## config.mk

```make
export PLATFORM = sky130hd
export DESIGN_NAME = freelist_ring
export DESIGN_NICKNAME = d
export VERILOG_FILES = /design/src/rtl/freelist_ring_pkg.sv /design/src/rtl/fl_compact.sv /design/src/rtl/freelist_ring.sv
export SDC_FILE = /design/constraint.sdc
export NUM_CORES = 1
export LEC_CHECK = 0
export ABC_CLOCK_PERIOD_IN_PS = 13330
export CAP_MARGIN = 20
export CORE_MARGIN = 1
export CORE_UTILIZATION = 50
export CTS_CLUSTER_SIZE = 24
export DETAILED_ROUTE_END_ITERATION = 8
export GPL_ROUTABILITY_DRIVEN = 0
export GPL_TIMING_DRIVEN = 0
export PLACE_DENSITY = 0.7
export SYNTH_ARGS = -nofsm -noshare
export SYNTH_HDL_FRONTEND = slang
export SYNTH_HIERARCHICAL = 1
export SYNTH_SLANG_ARGS = --single-unit
```

## constraint.sdc

```tcl
create_clock -name clk -period 13.33 [get_ports clk]
set_clock_uncertainty 0.15 [all_clocks]
set_input_delay 3.3325 -clock clk [delete_from_list [all_inputs] [get_ports clk]]
set_output_delay 3.3325 -clock clk [all_outputs]
set_load 0.1 [all_outputs]
```

## src/rtl/freelist_ring_pkg.sv

```systemverilog
// Shared constants for the rename-stage free list.
// Parameter defaults of freelist_ring are taken from here.
package freelist_ring_pkg;

    localparam int PHY_REG_NUM  = 64;
    localparam int PHY_REG_SEL  = 6;
    localparam int ARCH_REG_NUM = 32;
    localparam int ISSUE_W      = 2;
    localparam int RETIRE_W     = 2;

    function automatic int cnt_w(input int n);
        return $clog2(n + 1);
    endfunction

endpackage

```

## src/rtl/fl_compact.sv

```systemverilog
// Valid/data compaction with per-slot prefix counts.
// Slot i data lands at position popcount(valid[i-1:0]).
module fl_compact
    import freelist_ring_pkg::*;
#(
    parameter int N  = 2,
    parameter int DW = 6
) (
    input  logic [N-1:0]          valid,
    input  logic [N*DW-1:0]       data,
    output logic [N*DW-1:0]       cdata,
    output logic [N*cnt_w(N)-1:0] prefix,
    output logic [cnt_w(N)-1:0]   count
);

    localparam int CW = cnt_w(N);

    always_comb begin
        cdata  = '0;
        prefix = '0;
        count  = '0;
        for (int i = 0; i < N; i++) begin
            prefix[i*CW +: CW] = count;
            if (valid[i]) begin
                cdata[int'(count)*DW +: DW] = data[i*DW +: DW];
                count = count + CW'(1);
            end
        end
    end

endmodule

```

## src/rtl/freelist_ring.sv

```systemverilog
// Circular free list of physical tags with speculative and committed heads.
// A mispredict rewinds the speculative head to the committed head in one cycle.
module freelist_ring
    import freelist_ring_pkg::*;
#(
    parameter int TAG_W    = PHY_REG_SEL,
    parameter int PHY_NUM  = PHY_REG_NUM,
    parameter int ARCH_NUM = ARCH_REG_NUM,
    parameter int ALLOC_W  = ISSUE_W,
    parameter int REL_W    = RETIRE_W
) (
    input  logic                                  clk,
    input  logic                                  reset,
    input  logic [ALLOC_W-1:0]                    alloc_req,
    input  logic                                  stall_DP,
    input  logic                                  prmiss,
    input  logic [cnt_w(ALLOC_W)-1:0]             com_alloc_num,
    input  logic [REL_W-1:0]                      rel_valid,
    input  logic [REL_W*TAG_W-1:0]                rel_tag,
    output logic [ALLOC_W*TAG_W-1:0]              alloc_tag,
    output logic                                  allocatable,
    output logic [$clog2(PHY_NUM-ARCH_NUM):0]     freenum
);

    localparam int DEPTH = PHY_NUM - ARCH_NUM;
    localparam int IW    = $clog2(DEPTH);
    localparam int PW    = IW + 1;
    localparam int AW    = cnt_w(ALLOC_W);
    localparam int RW    = cnt_w(REL_W);

    typedef logic [PW-1:0] ptr_t;

    logic [TAG_W-1:0] ring [DEPTH];
    ptr_t spec_head, com_head, tail;
    ptr_t spec_next, com_next, tail_next;
    ptr_t wptr [REL_W];

    logic [AW-1:0]              reqnum;
    logic [ALLOC_W*AW-1:0]      req_pre;
    logic [ALLOC_W*TAG_W-1:0]   unused_alloc_data;
    logic [RW-1:0]              relnum;
    logic [REL_W*RW-1:0]        unused_rel_pre;
    logic [REL_W*TAG_W-1:0]     rel_cdata;
    logic                       fire;

    // Index wraps by subtraction so DEPTH need not be a power of two
    function automatic ptr_t ptr_add(input ptr_t p, input ptr_t n);
        logic [IW:0] s;
        logic        w;
        s = {1'b0, p[IW-1:0]} + n;
        w = p[IW];
        if (s >= PW'(DEPTH)) begin
            s = s - PW'(DEPTH);
            w = ~w;
        end
        return {w, s[IW-1:0]};
    endfunction

    function automatic ptr_t ptr_dist(input ptr_t a, input ptr_t b);
        if (a[IW] == b[IW])
            return b - a;
        return PW'(DEPTH) - {1'b0, a[IW-1:0]} + {1'b0, b[IW-1:0]};
    endfunction

    fl_compact #(.N(ALLOC_W), .DW(TAG_W)) u_alloc_cnt (
        .valid  (alloc_req),
        .data   ('0),
        .cdata  (unused_alloc_data),
        .prefix (req_pre),
        .count  (reqnum)
    );

    fl_compact #(.N(REL_W), .DW(TAG_W)) u_rel_cmp (
        .valid  (rel_valid),
        .data   (rel_tag),
        .cdata  (rel_cdata),
        .prefix (unused_rel_pre),
        .count  (relnum)
    );

    always_comb begin
        ptr_t rp;
        rp        = '0;
        alloc_tag = '0;
        for (int i = 0; i < ALLOC_W; i++) begin
            rp = ptr_add(spec_head, PW'(req_pre[i*AW +: AW]));
            alloc_tag[i*TAG_W +: TAG_W] = ring[rp[IW-1:0]];
        end
    end

    always_comb begin
        for (int j = 0; j < REL_W; j++)
            wptr[j] = ptr_add(tail, PW'(j));
    end

    assign freenum     = ptr_dist(spec_head, tail);
    assign allocatable = (freenum >= PW'(reqnum));
    assign fire        = allocatable & ~stall_DP & ~prmiss;

    assign com_next  = ptr_add(com_head, PW'(com_alloc_num));
    assign tail_next = ptr_add(tail, PW'(relnum));

    always_comb begin
        spec_next = spec_head;
        if (prmiss)
            spec_next = com_next;
        else if (fire)
            spec_next = ptr_add(spec_head, PW'(reqnum));
    end

    always_ff @(posedge clk) begin
        if (reset) begin
            spec_head <= '0;
            com_head  <= '0;
            tail      <= {1'b1, {IW{1'b0}}};
            for (int k = 0; k < DEPTH; k++)
                ring[k] <= TAG_W'(ARCH_NUM + k);
        end else begin
            spec_head <= spec_next;
            com_head  <= com_next;
            tail      <= tail_next;
            for (int j = 0; j < REL_W; j++)
                if (j < int'(relnum))
                    ring[wptr[j][IW-1:0]] <= rel_cdata[j*TAG_W +: TAG_W];
        end
    end

    // Tags are conserved, so these can only trip on a broken producer
    always_ff @(posedge clk) begin
        if (!reset) begin
            assert (ptr_dist(com_head, tail) <= PW'(DEPTH));
            assert (ptr_dist(com_head, spec_head) <= ptr_dist(com_head, tail));
        end
    end

endmodule

```

==> results.md, run 1 <==
- Entering global routing, the biggest net connects 16 pins.
- STA classifies the critical path startpoint as a primary input.
- The number of antenna violations at the first check in global routing is 1.
- The critical path required time is just under 10 ns.
- The final period demand of the worst path is approximately 12 ns.
- At the pin with the least slew margin, the transition time is 1.32 ns.
- For this design, the CTS-stage hold fixing added 0 buffers.
- At the placement stage, the worst setup path has a slack of between 1.5 and 2 ns.
- The via count of the first global-routing pass is 10300.
- The portion of total power attributed to combinational logic is 33.6%.
- Headroom to the max-slew limit came out at about 12%.
- The setup slack of the most critical reg-to-reg path is just under 10 ns.
- The final worst-path setup slack is around 1.5 ns.
- In this run the number of H-tree levels came out at 1.
- The signed area change from the synthesized netlist to the final layout is 12.6%.
- The via total after detailed routing is between 10000 and 15000.
- In this run the power spent charging and discharging nets is 0.781 mW.
- The number of nets in the layout is 1144.
- The flow ran to the end, and the final reports show no timing, DRC or antenna violations.
- The first-pass GRT wire length is between 60 and 70 mm.
- The layout has between 2000 and 2500 filler cells.
- Summed over all failing endpoints, the final setup total negative slack is 0 ns.
- The final cycle utilization of the critical path is 88.6%.
- Setup repair after global routing left no endpoint under its margin.
- Counting every instance in the synthesized netlist gives between 1000 and 1500.
- Counting the buffers created by CTS gives 24.
- The per-instance average area after synthesis is between 10 and 15 sq um.
- The number of nets still failing antenna checks after routing is 0.
- In the final layout, the multi-input gates occupy 6420 sq um.
- Max-cap violations in this run came to 0.
- The count of cells resized by post-cts repair is 0.
- STA puts the critical path data arrival time at approximately 8.3 ns.
- The maximum buffer depth of the clock tree is 3.
- The cell area after layout is approximately 15000 sq um.
- The critical path class is in2out.
- For this design the ratio of total power to cell area is 145 nW/um^2.
- For this run the aggregate overflow at the end of global routing stands at 0.
- The die width is between 150 and 200 um.
- The effective utilization at floorplan is roughly half.
- Detailed placement finished with a half-perimeter wire length of between 30 and 40 mm.
- The mean routed wirelength per cell is 33.1 um.
- The max-slew violation count is 0.
- The min-delay analysis places its worst path in the category reg2reg.
- The peak ir drop on the vdd network is 0.168 mV.
- The number of I/O pins is just over 40.
- The post-place instance area is 13800 sq um.
- Static timing analysis puts the maximum clock frequency at 84.6 MHz.
- Final hold analysis gives a worst-case slack of 0.383 ns.
- Clock tree synthesis selected as its root buffer the cell sky130_fd_sc_hd__clkbuf_16.
- The share of post-route cells with drive strength above 1 is 17.5%.
- The floorplan step set the die height to between 150 and 200 um.
- Per report_power, the clock group accounts for a little under a third of the total.
- Clock tree synthesis found a total of 210 sinks.
- The post-route total power is 2.12 mW.
- The latest clock arrival within the worst-skew pair is roughly 0.53 ns.
- Clock-pin slew was measured on the worst setup and hold paths at approximately 0.06 ns.
- The final hold violation count is 0.
- The remaining routing DRC violations is 0.
- TritonCTS built the clock tree.
- Registers are responsible for 35.5% of the overall power.
- The floorplan has 58 rows.
- The peak fanout along the critical path is 10.
- After clock tree synthesis, the setup repair step added 0 buffers.
- The number of port buffers is 40.
- The fraction of power spent switching nets is 36.9%.
- The region available for standard cell placement spans ~25000 sq um.
- Setup violations remaining at the end of the flow were counted as 0.
- The total routing usage reported by global routing is 36.6%.
- The detailed router's first-iteration violation count is 2027.
- STA classifies the critical path endpoint as an output port.
- The internal power component is approximately 1.3 mW.
- Across the whole layout, storage elements account for a little over 6000 sq um.
- The first-pass detailed-route iteration total is 9.
- The count of yosys warnings during synthesis is 6.
- The analysis attributes to cell leakage a power of roughly 4.3 nW.
- Wires add up to approximately 48 mm.
- The die covers ~27000 sq um.
- Dividing the detail-routed via count by the number of cells gives approximately 7.5.
- The cell area after synthesis is between 10000 and 15000 sq um.
## final timing paths
check                      end  cells past startpoint         start
setup / recovery  alloc_tag[7]                     10  alloc_req[0]
hold / removal     com_head[5]                      2   com_head[5]
setup reg to reg   ring[15][2]                      6       tail[1]
hold reg to reg    com_head[5]                      2   com_head[5]
## critical path, cell delays in order
cell	delay [ns]
sky130_fd_sc_hd__clkdlybuf4s50_1	0.46
sky130_fd_sc_hd__buf_4	0.16
sky130_fd_sc_hd__ha_1	0.20
sky130_fd_sc_hd__fa_1	0.63
sky130_fd_sc_hd__clkbuf_1	0.59
sky130_fd_sc_hd__clkbuf_1	0.66
sky130_fd_sc_hd__mux4_1	0.48
sky130_fd_sc_hd__mux4_2	0.56
sky130_fd_sc_hd__mux2_2	0.29
sky130_fd_sc_hd__clkdlybuf4s50_1	0.96
## metrics by stage
step                instances  util, %
floorplan                1029        -
global placement         1399     54.6
detailed placement       1400     54.6
CTS                      1444     57.7
global route             1445     57.7
finish                   1448     57.8
## sequential cells by signal, indices dropped and copies added (netlist names)
name,flops
ring,192
com_head,6
spec_head,6
tail,6
## layout make-up
class / instances / area share (%)
multi-input combinational: 715 / 43.9
buffer: 76 / 2.49
clock inverter: 18 / 0.992
antenna: 3 / 0.0513
timing repair buffer: 42 / 2.89
clock buffer: 26 / 4.30
inverter: 28 / 0.718
tap: 330 / 2.82
sequential: 210 / 41.9
## power groups by stage
stage	combinational, mW	clock, mW	sequential, mW
floorplan	0.496	0	0.759
global placement	0.685	0	0.765
detailed placement	0.692	0	0.766
CTS	0.693	0.643	0.752
global route	0.726	0.670	0.755
finish	0.713	0.653	0.753
## layer usage
layer / GRT usage (%) / part of all wire [%] / vias to the layer above / wire length, um
met5: 0 / 0 / - / 0
met4: 21.2 / 7.9 / 0 / 3810
met3: 15.9 / 17 / 264 / 8140
met2: 52.1 / 40 / 1097 / 19300
met1: 46.3 / 35 / 5192 / 16700
li1: - / - / 4262 / -
## placed cells by master (no fill, tap or decap), types with 31 or more instances in the layout
master	instances
sky130_fd_sc_hd__edfxtp_1	192
sky130_fd_sc_hd__o22a_1	31
sky130_fd_sc_hd__mux4_2	106
sky130_fd_sc_hd__a22oi_1	54
sky130_fd_sc_hd__clkbuf_1	56
sky130_fd_sc_hd__clkdlybuf4s50_1	40
sky130_fd_sc_hd__a21oi_1	38
sky130_fd_sc_hd__nor2_1	114
sky130_fd_sc_hd__o22ai_1	66
sky130_fd_sc_hd__nand2_1	96
Note: power is estimated with default switching activity, not from simulation.
==> inputs of run 2 (changes only) <==
--- a/config.mk
+++ b/config.mk
@@ -11,8 +11,6 @@
 export CORE_UTILIZATION = 50
 export CTS_CLUSTER_SIZE = 24
 export DETAILED_ROUTE_END_ITERATION = 8
-export GPL_ROUTABILITY_DRIVEN = 0
-export GPL_TIMING_DRIVEN = 0
 export PLACE_DENSITY = 0.7
 export SYNTH_ARGS = -nofsm -noshare
 export SYNTH_HDL_FRONTEND = slang
==> results.md, run 2 (synthesis gave the netlist of run 1 again) <==
- For this run, global-route usage on met3 was measured as 13.9%.
- The met1 demand-to-capacity share in global routing is roughly half.
- The detailed router finished its first iteration with 1831 violations.
- For the pin with the worst max-slew slack, the measured transition is ~1.2 ns.
- The max-slew violation count was 0.
- The flow ran to the end, and the final reports show no timing, DRC or antenna violations.
- The total detailed-routing wirelength is 45.9 mm.
- The most used routing layer is met2.
- The power density over cell area is between 100 and 150 nW/um^2.
- The routed via count divided by cell count is ~7.5.
- Subtracting the final worst setup slack from the clock period gives roughly 11 ns.
- After detailed routing, the average wire length per cell comes to roughly 33 um.
- The clock drives between 200 and 250 sinks.
- Counting instances, the worst hold path has a depth of 2.
- The tightest min-delay check is of the reg2reg type.
- For met2 alone, demand over resource in global routing was between 40 and 50%.
- After detailed routing, the number of remaining DRC violations is 0.
- The signed area change from the synthesized netlist to the final layout is 12.3%.
- The final critical path takes up between 80% and 90% of the cycle.
- The die width is between 150 and 200 um.
- The setup slack of the most critical reg-to-reg path is 9.76 ns.
- The register with the most flip-flops in the layout has around 190 of them.
- The worst-case IR drop observed on VDD is about 0.17 mV.
- The area enclosed by the die boundary is 26600 sq um.
- The via count of the first global-routing pass is just under 10000.
- After clock tree synthesis, the repair step resized 0 gates.
- Across the run, the number of max-cap violations was 0.
- The antenna diode count is 0.
- In this run the remaining antenna-violating nets after routing total 0.
- The first-pass GRT wire length is 66.2 mm.
- The terminating pin of the worst hold path is com_head[5].
- Hold is met by between 0.3 and 0.4 ns.
- TritonCTS built the clock tree.
- The critical path class is in2out.
- The tree is rooted in a sky130_fd_sc_hd__clkbuf_16.
- The worst register-to-register path begins at tail[2].
- The area of the core is between 20000 and 30000 sq um.
- The final sum of negative setup slack is 0 ns.
- The critical path required time is 9.85 ns.
- From bottom edge to top edge, the die measures around 160 um.
- The type of element launching the critical path is a primary input.
- The maximum clock frequency is between 90 and 100 MHz.
- Fill cells in the final layout number approximately 2000.
- The number of nets in the layout is between 1000 and 1500.
- The number of cells on the worst reg-to-reg path is 7.
- The maximum number of pins on one net before global-route repair is 54.
- Clock-pin slew was measured on the worst setup and hold paths at 0.05 ns.
- Summed over all nets, the half-perimeter wirelength after detailed placement is 31.6 mm.
- Counting the buffers created by CTS gives 25.
- Summed over all layers, the global routing overflow is 0.
- The register with the most flip-flops in the final layout is ring.
- The via total after detailed routing is around 10000.
- The destination of the worst register-to-register timing path is spec_head[4].
- Input and output buffers added on the ports amount to 40.
- The total routing usage reported by global routing is about a third.
- The floorplan row count is slightly below 60.
- Setup violations remaining at the end of the flow were counted as 0.
- At the worst endpoint, the arrival time is just over 7 ns.
- The count of hold-fix buffers inserted at cts is 0.
- Cells with a size suffix above 1 make up between 10% and 20% of the layout.
- The number of antenna violations at the first check in global routing is 0.
- The H-tree level count is 1.
- The worst relative slew slack is about a fifth.
- The startpoint of the worst hold path is com_head[5].
- The filler-free cell count of the finished design is around 1400.
- The total instance count after detailed placement is around 1300.
- The final hold violation count is 0.
- The clock passes through at most 3 buffers.
- Routability-driven placement finished with a final weighted congestion of approximately 1.
- The later pin in the worst-skew pair is clocked with a latency of 0.53 ns.
- Along the worst path, the maximum fanout reaches 48.
- Pin placement for this block handled 41 I/O pins.
- The endpoint type of the worst setup path is an output port.
- Leaving out fill and tap cells, the most frequent cells in the layout are sky130_fd_sc_hd__edfxtp_1 (192), sky130_fd_sc_hd__nor2_1 (114), sky130_fd_sc_hd__mux4_2 (106), sky130_fd_sc_hd__nand2_1 (96), sky130_fd_sc_hd__o22ai_1 (66).
- The static leakage power is between 4 and 5 nW.
- The pre-antenna-repair detailed-routing pass consisted of 6 iterations.
- Leaving out fill and tap cells, the most frequent cell in the layout is sky130_fd_sc_hd__edfxtp_1.
- Post-CTS timing repair inserted 0 buffers for setup.
- The post-route total power is 2.10 mW.
- Setup repair after global routing left no endpoint under its margin.
- Once the floorplan was initialized, standard cells occupied 51.3% of the core.
[run 2: cell types whose count changed in the layout (fill, tap and decap cells not counted), moves of 6 or more]
cell	before	now
sky130_fd_sc_hd__buf_6	9	0
sky130_fd_sc_hd__buf_4	4	15
sky130_fd_sc_hd__clkbuf_1	56	4
sky130_fd_sc_hd__buf_2	9	1
sky130_fd_sc_hd__clkbuf_8	0	6
[run 2: cell type report]
cell class | count | area [sq um] | share of cell area (%)
multi-input combinational | 715 | 6460 | 44.3
sequential | 210 | 6130 | 42.0
timing repair buffer | 63 | 668 | 4.58
clock inverter | 8 | 47.5 | 0.326
clock buffer | 37 | 773 | 5.30
inverter | 28 | 105 | 0.720
tap | 330 | 413 | 2.83
[run 2: per-stage QoR]
step                      utilization, %  area [sq um]  worst slack [ns]
after floorplan                        -         13000              3.75
after global placement              53.7         13600              2.23
after detailed placement            53.7         13600              2.20
after CTS                           57.0         14400              2.18
after global routing                57.6         14600              2.44
final                               57.6         14600              2.59
[run 2: report_power, final]
part           total, mW  switching, mW  leakage (nW)  internal, mW
logic              0.649          0.418          2.15         0.231
clock network      0.681          0.280         0.406         0.401
registers          0.770         0.0316          1.75         0.738
total               2.10          0.729          4.30          1.37
[run 2: how the worst max path moves through the flow]
| stage | start | end | slack, ns | depth (start not counted) |
|---|---|---|---|---|
| 3_5_place_dp | alloc_req[0] | alloc_tag[7] | 2.20 | 7 |
| 5_1_grt | alloc_req[0] | alloc_tag[9] | 2.44 | 6 |
| 2_1_floorplan | alloc_req[0] | alloc_tag[11] | 3.75 | 8 |
| 6_report | alloc_req[0] | alloc_tag[7] | 2.59 | 6 |
| 3_3_place_gp | alloc_req[0] | alloc_tag[9] | 2.23 | 7 |
| 4_1_cts | alloc_req[0] | alloc_tag[6] | 2.18 | 7 |
[run 2: critical path, stage by stage]
cell and delay [ns]:
sky130_fd_sc_hd__clkdlybuf4s50_1 0.52, sky130_fd_sc_hd__ha_4 0.91, sky130_fd_sc_hd__mux4_1 0.66, sky130_fd_sc_hd__mux4_2 0.52, sky130_fd_sc_hd__mux2_2 0.32, sky130_fd_sc_hd__clkdlybuf4s50_1 0.98
[run 2: layer usage]
| metal | vias up | share of wire (%) |
|---|---|---|
| met3 | 166 | 19 |
| met2 | 1004 | 41 |
| li1 | 4162 | - |
| met5 | - | 0 |
| met1 | 5138 | 35 |
| met4 | 0 | 4.7 |
==> inputs of run 3 (changes only) <==
--- a/config.mk
+++ b/config.mk
@@ -5,7 +5,7 @@
 export SDC_FILE = /design/constraint.sdc
 export NUM_CORES = 1
 export LEC_CHECK = 0
-export ABC_CLOCK_PERIOD_IN_PS = 13330
+export ABC_CLOCK_PERIOD_IN_PS = 11200
 export CAP_MARGIN = 20
 export CORE_MARGIN = 1
 export CORE_UTILIZATION = 50
==> constraint.sdc (replaced) <==
create_clock -name clk -period 11.2 [get_ports clk]
set_clock_uncertainty 0.15 [all_clocks]
set_input_delay 2.8 -clock clk [delete_from_list [all_inputs] [get_ports clk]]
set_output_delay 2.8 -clock clk [all_outputs]
set_load 0.1 [all_outputs]
==> results.md, run 3 (synthesis gave the netlist of run 1 again) <==
- Summed over all cells, the static leakage comes to 4.31 nW.
- For flop-to-flop paths, the worst setup slack is 7.59 ns.
- The die width is ~160 um.
- The maximum clock frequency is 102 MHz.
- Cell internal power was estimated by the tool at 1.62 mW.
- At the end of the flow, the number of nets in the layout was roughly 1100.
- The maximum buffer depth of the clock tree is 3.
- The worst setup path is launched from a primary input.
- In the layout the commonest cells are sky130_fd_sc_hd__edfxtp_1 (192), sky130_fd_sc_hd__nor2_1 (114), sky130_fd_sc_hd__mux4_2 (106), sky130_fd_sc_hd__nand2_1 (96), sky130_fd_sc_hd__o22ai_1 (66).
- The clock-pin transition on the worst setup and hold timing paths is ~0.060 ns.
- The max-capacitance violation count is 0.
- The global placement routability congestion is between 1 and 1.5.
- The number of I/O pins is 41.
- In this run the worst hold path is classified as reg2reg.
- The slew at the pin closest to its max-slew limit is ~1.3 ns.
- Adding up every negative setup slack in the final design gives 0 ns.
- At the later pin of the worst-skew pair, clock insertion delay measures 0.53 ns.
- Dividing total power by cell area gives a power density of around 170 nW/um^2.
- The area enclosed by the die boundary is 26600 sq um.
- CTS built an H-tree with a depth of 1.
- In this run switching power makes up 34.7% of total power.
- Entering global routing, the biggest net connects 54 pins.
- The first routing iteration left 1822 violations.
- The share of total power dissipated in combinational logic is about 31%.
- The first-pass detailed-route iteration total is 6.
- In the global route stage, overall resource usage came out at a little over a third.
- From synthesis to final layout, the design area changed by 12.4%.
- On the critical path, the stage with the largest delay is an instance of sky130_fd_sc_hd__clkdlybuf4s50_1.
- The proportion of power drawn by the clock network is between 30% and 40%.
- For the worst setup path, the data arrival time is just under 7 ns.
- The flow ran to the end, and the final reports show no timing, DRC or antenna violations.
- The master cell of the clock root buffer is sky130_fd_sc_hd__clkbuf_16.
- The share of total power dissipated in sequential elements is about 37%.
- TritonCTS built the clock tree.
- The vertical die dimension is about 160 um.
- In this run, post-CTS hold repair placed 0 buffers.
- The via count of the first global-routing pass was between 9000 and 10000.
- In the final layout, the share of cells above drive strength 1 is about a fifth.
- ring holds more flip-flops than any other register.
- For this run, the slowest stage of the critical path takes between 0.9 and 1 ns.
- The flip-flop count of the largest register, all copies and words added is 192.
- The endpoint type of the worst setup path is an output port.
- The number of port buffers is 40.
- The number of antenna violations at the first check in global routing is 1.
- The final route contains between 10000 and 15000 vias.
- For this run the aggregate overflow at the end of global routing stands at 0.
- Setup violations remaining at the end of the flow were counted as 0.
- Summed over all nets, the switching power comes to 0.858 mW.
- The peak ir drop on the vdd network is ~0.18 mV.
- The remaining routing DRC violations is 0.
- The floorplan row count is 58.
- The layout has ~2000 filler cells.
- In the final routed layout, each cell accounts on average for roughly 33 um.
- Buffers added to address setup during post-CTS repair amount to 0.
- The max-slew violation count is 0.
- Power comes to between 2 and 2.5 mW.
- The final HPWL from detailed placement is around 32 mm.
- In the finished design, the share of the clock period the worst path needs comes to approximately 87%.
- After detailed routing, the number of vias per cell comes to roughly 7.5.
- The most frequent standard cell in the layout excluding fill and tap cells is sky130_fd_sc_hd__edfxtp_1.
- Setup repair after global routing left no endpoint under its margin.
- The number of nets still failing antenna checks after routing is 0.
- The total detailed-routing wirelength is 46.1 mm.
- The signal on the critical path passes through clkdlybuf4s50_1, ha_4, fa_2, buf_4, mux4_2, mux4_2, mux2_2, clkdlybuf4s50_1.
- The critical path class is in2out.
- The clock sink count is between 200 and 250.
- The area of the core is about 25000 sq um.
- Along the worst path, the maximum fanout reaches between 40 and 50.
- The effective utilization at floorplan is about half.
- Counting the buffers created by CTS gives 24.
- The first-pass GRT wire length is 66.4 mm.
- The final hold violation count is 0.
- The critical path required time is just over 8 ns.
- The count of cells resized by post-cts repair is 0.
- The worst pin sits at a relative slew slack of between 15 and 20%.
- The smallest clock period supported by the final layout is computed as 9.80 ns.
-- run 3: through the flow --
step / hold WS, ns / setup WS (ns) / instances / utilization, % / instance area (sq um)
5_1_grt: 0.386 / 1.35 / 1394 / 57.7 / 14600
4_1_cts: 0.369 / 1.44 / 1390 / 57.3 / 14500
3_3_place_gp: 0.351 / 1.50 / 1344 / 53.9 / 13700
6_report: 0.368 / 1.40 / 1395 / 57.7 / 14600
3_5_place_dp: 0.354 / 1.45 / 1347 / 54.2 / 13700
2_1_floorplan: 0.323 / 2.69 / 1029 / - / 13000
-- run 3: cell type report --
type / count / area [sq um] / share of cell area [%]
antenna: 1 / 2.50 / 0.0171
tap: 330 / 413 / 2.83
inverter: 28 / 105 / 0.720
clock inverter: 14 / 154 / 1.05
clock buffer: 29 / 619 / 4.24
sequential: 210 / 6130 / 41.9
timing repair buffer: 68 / 726 / 4.97
multi-input combinational: 715 / 6460 / 44.2
-- run 3: path summary, 6_finish.rpt --
path / to / cells past startpoint / from
worst max-delay path: alloc_tag[6] / 8 / alloc_req[0]
worst max register to register: spec_head[4] / 8 / spec_head[1]
worst min register to register: com_head[5] / 2 / com_head[5]
worst min-delay path: com_head[5] / 2 / com_head[5]
-- run 3: power groups by stage --
stage	clock network, mW	registers, mW	logic [mW]
2_1_floorplan	0	0.904	0.590
3_3_place_gp	0	0.925	0.752
3_5_place_dp	0	0.925	0.761
4_1_cts	0.784	0.908	0.765
5_1_grt	0.810	0.912	0.806
6_report	0.787	0.912	0.775
-- run 3: worst max-delay path: cells and delay by family --
kind	cells	cell delay, ns
buffers and inverters	3	2.02
muxes	3	1.25
adders and majority gates	2	0.74
-- run 3: per-layer routing --
metal	global-route usage [%]	wire length, um	up-vias
met2	48.2	18700	1051
met4	13.8	2160	2
met5	0	13	-
met3	16.6	9130	174
met1	48.7	16000	5052
li1	-	-	4170
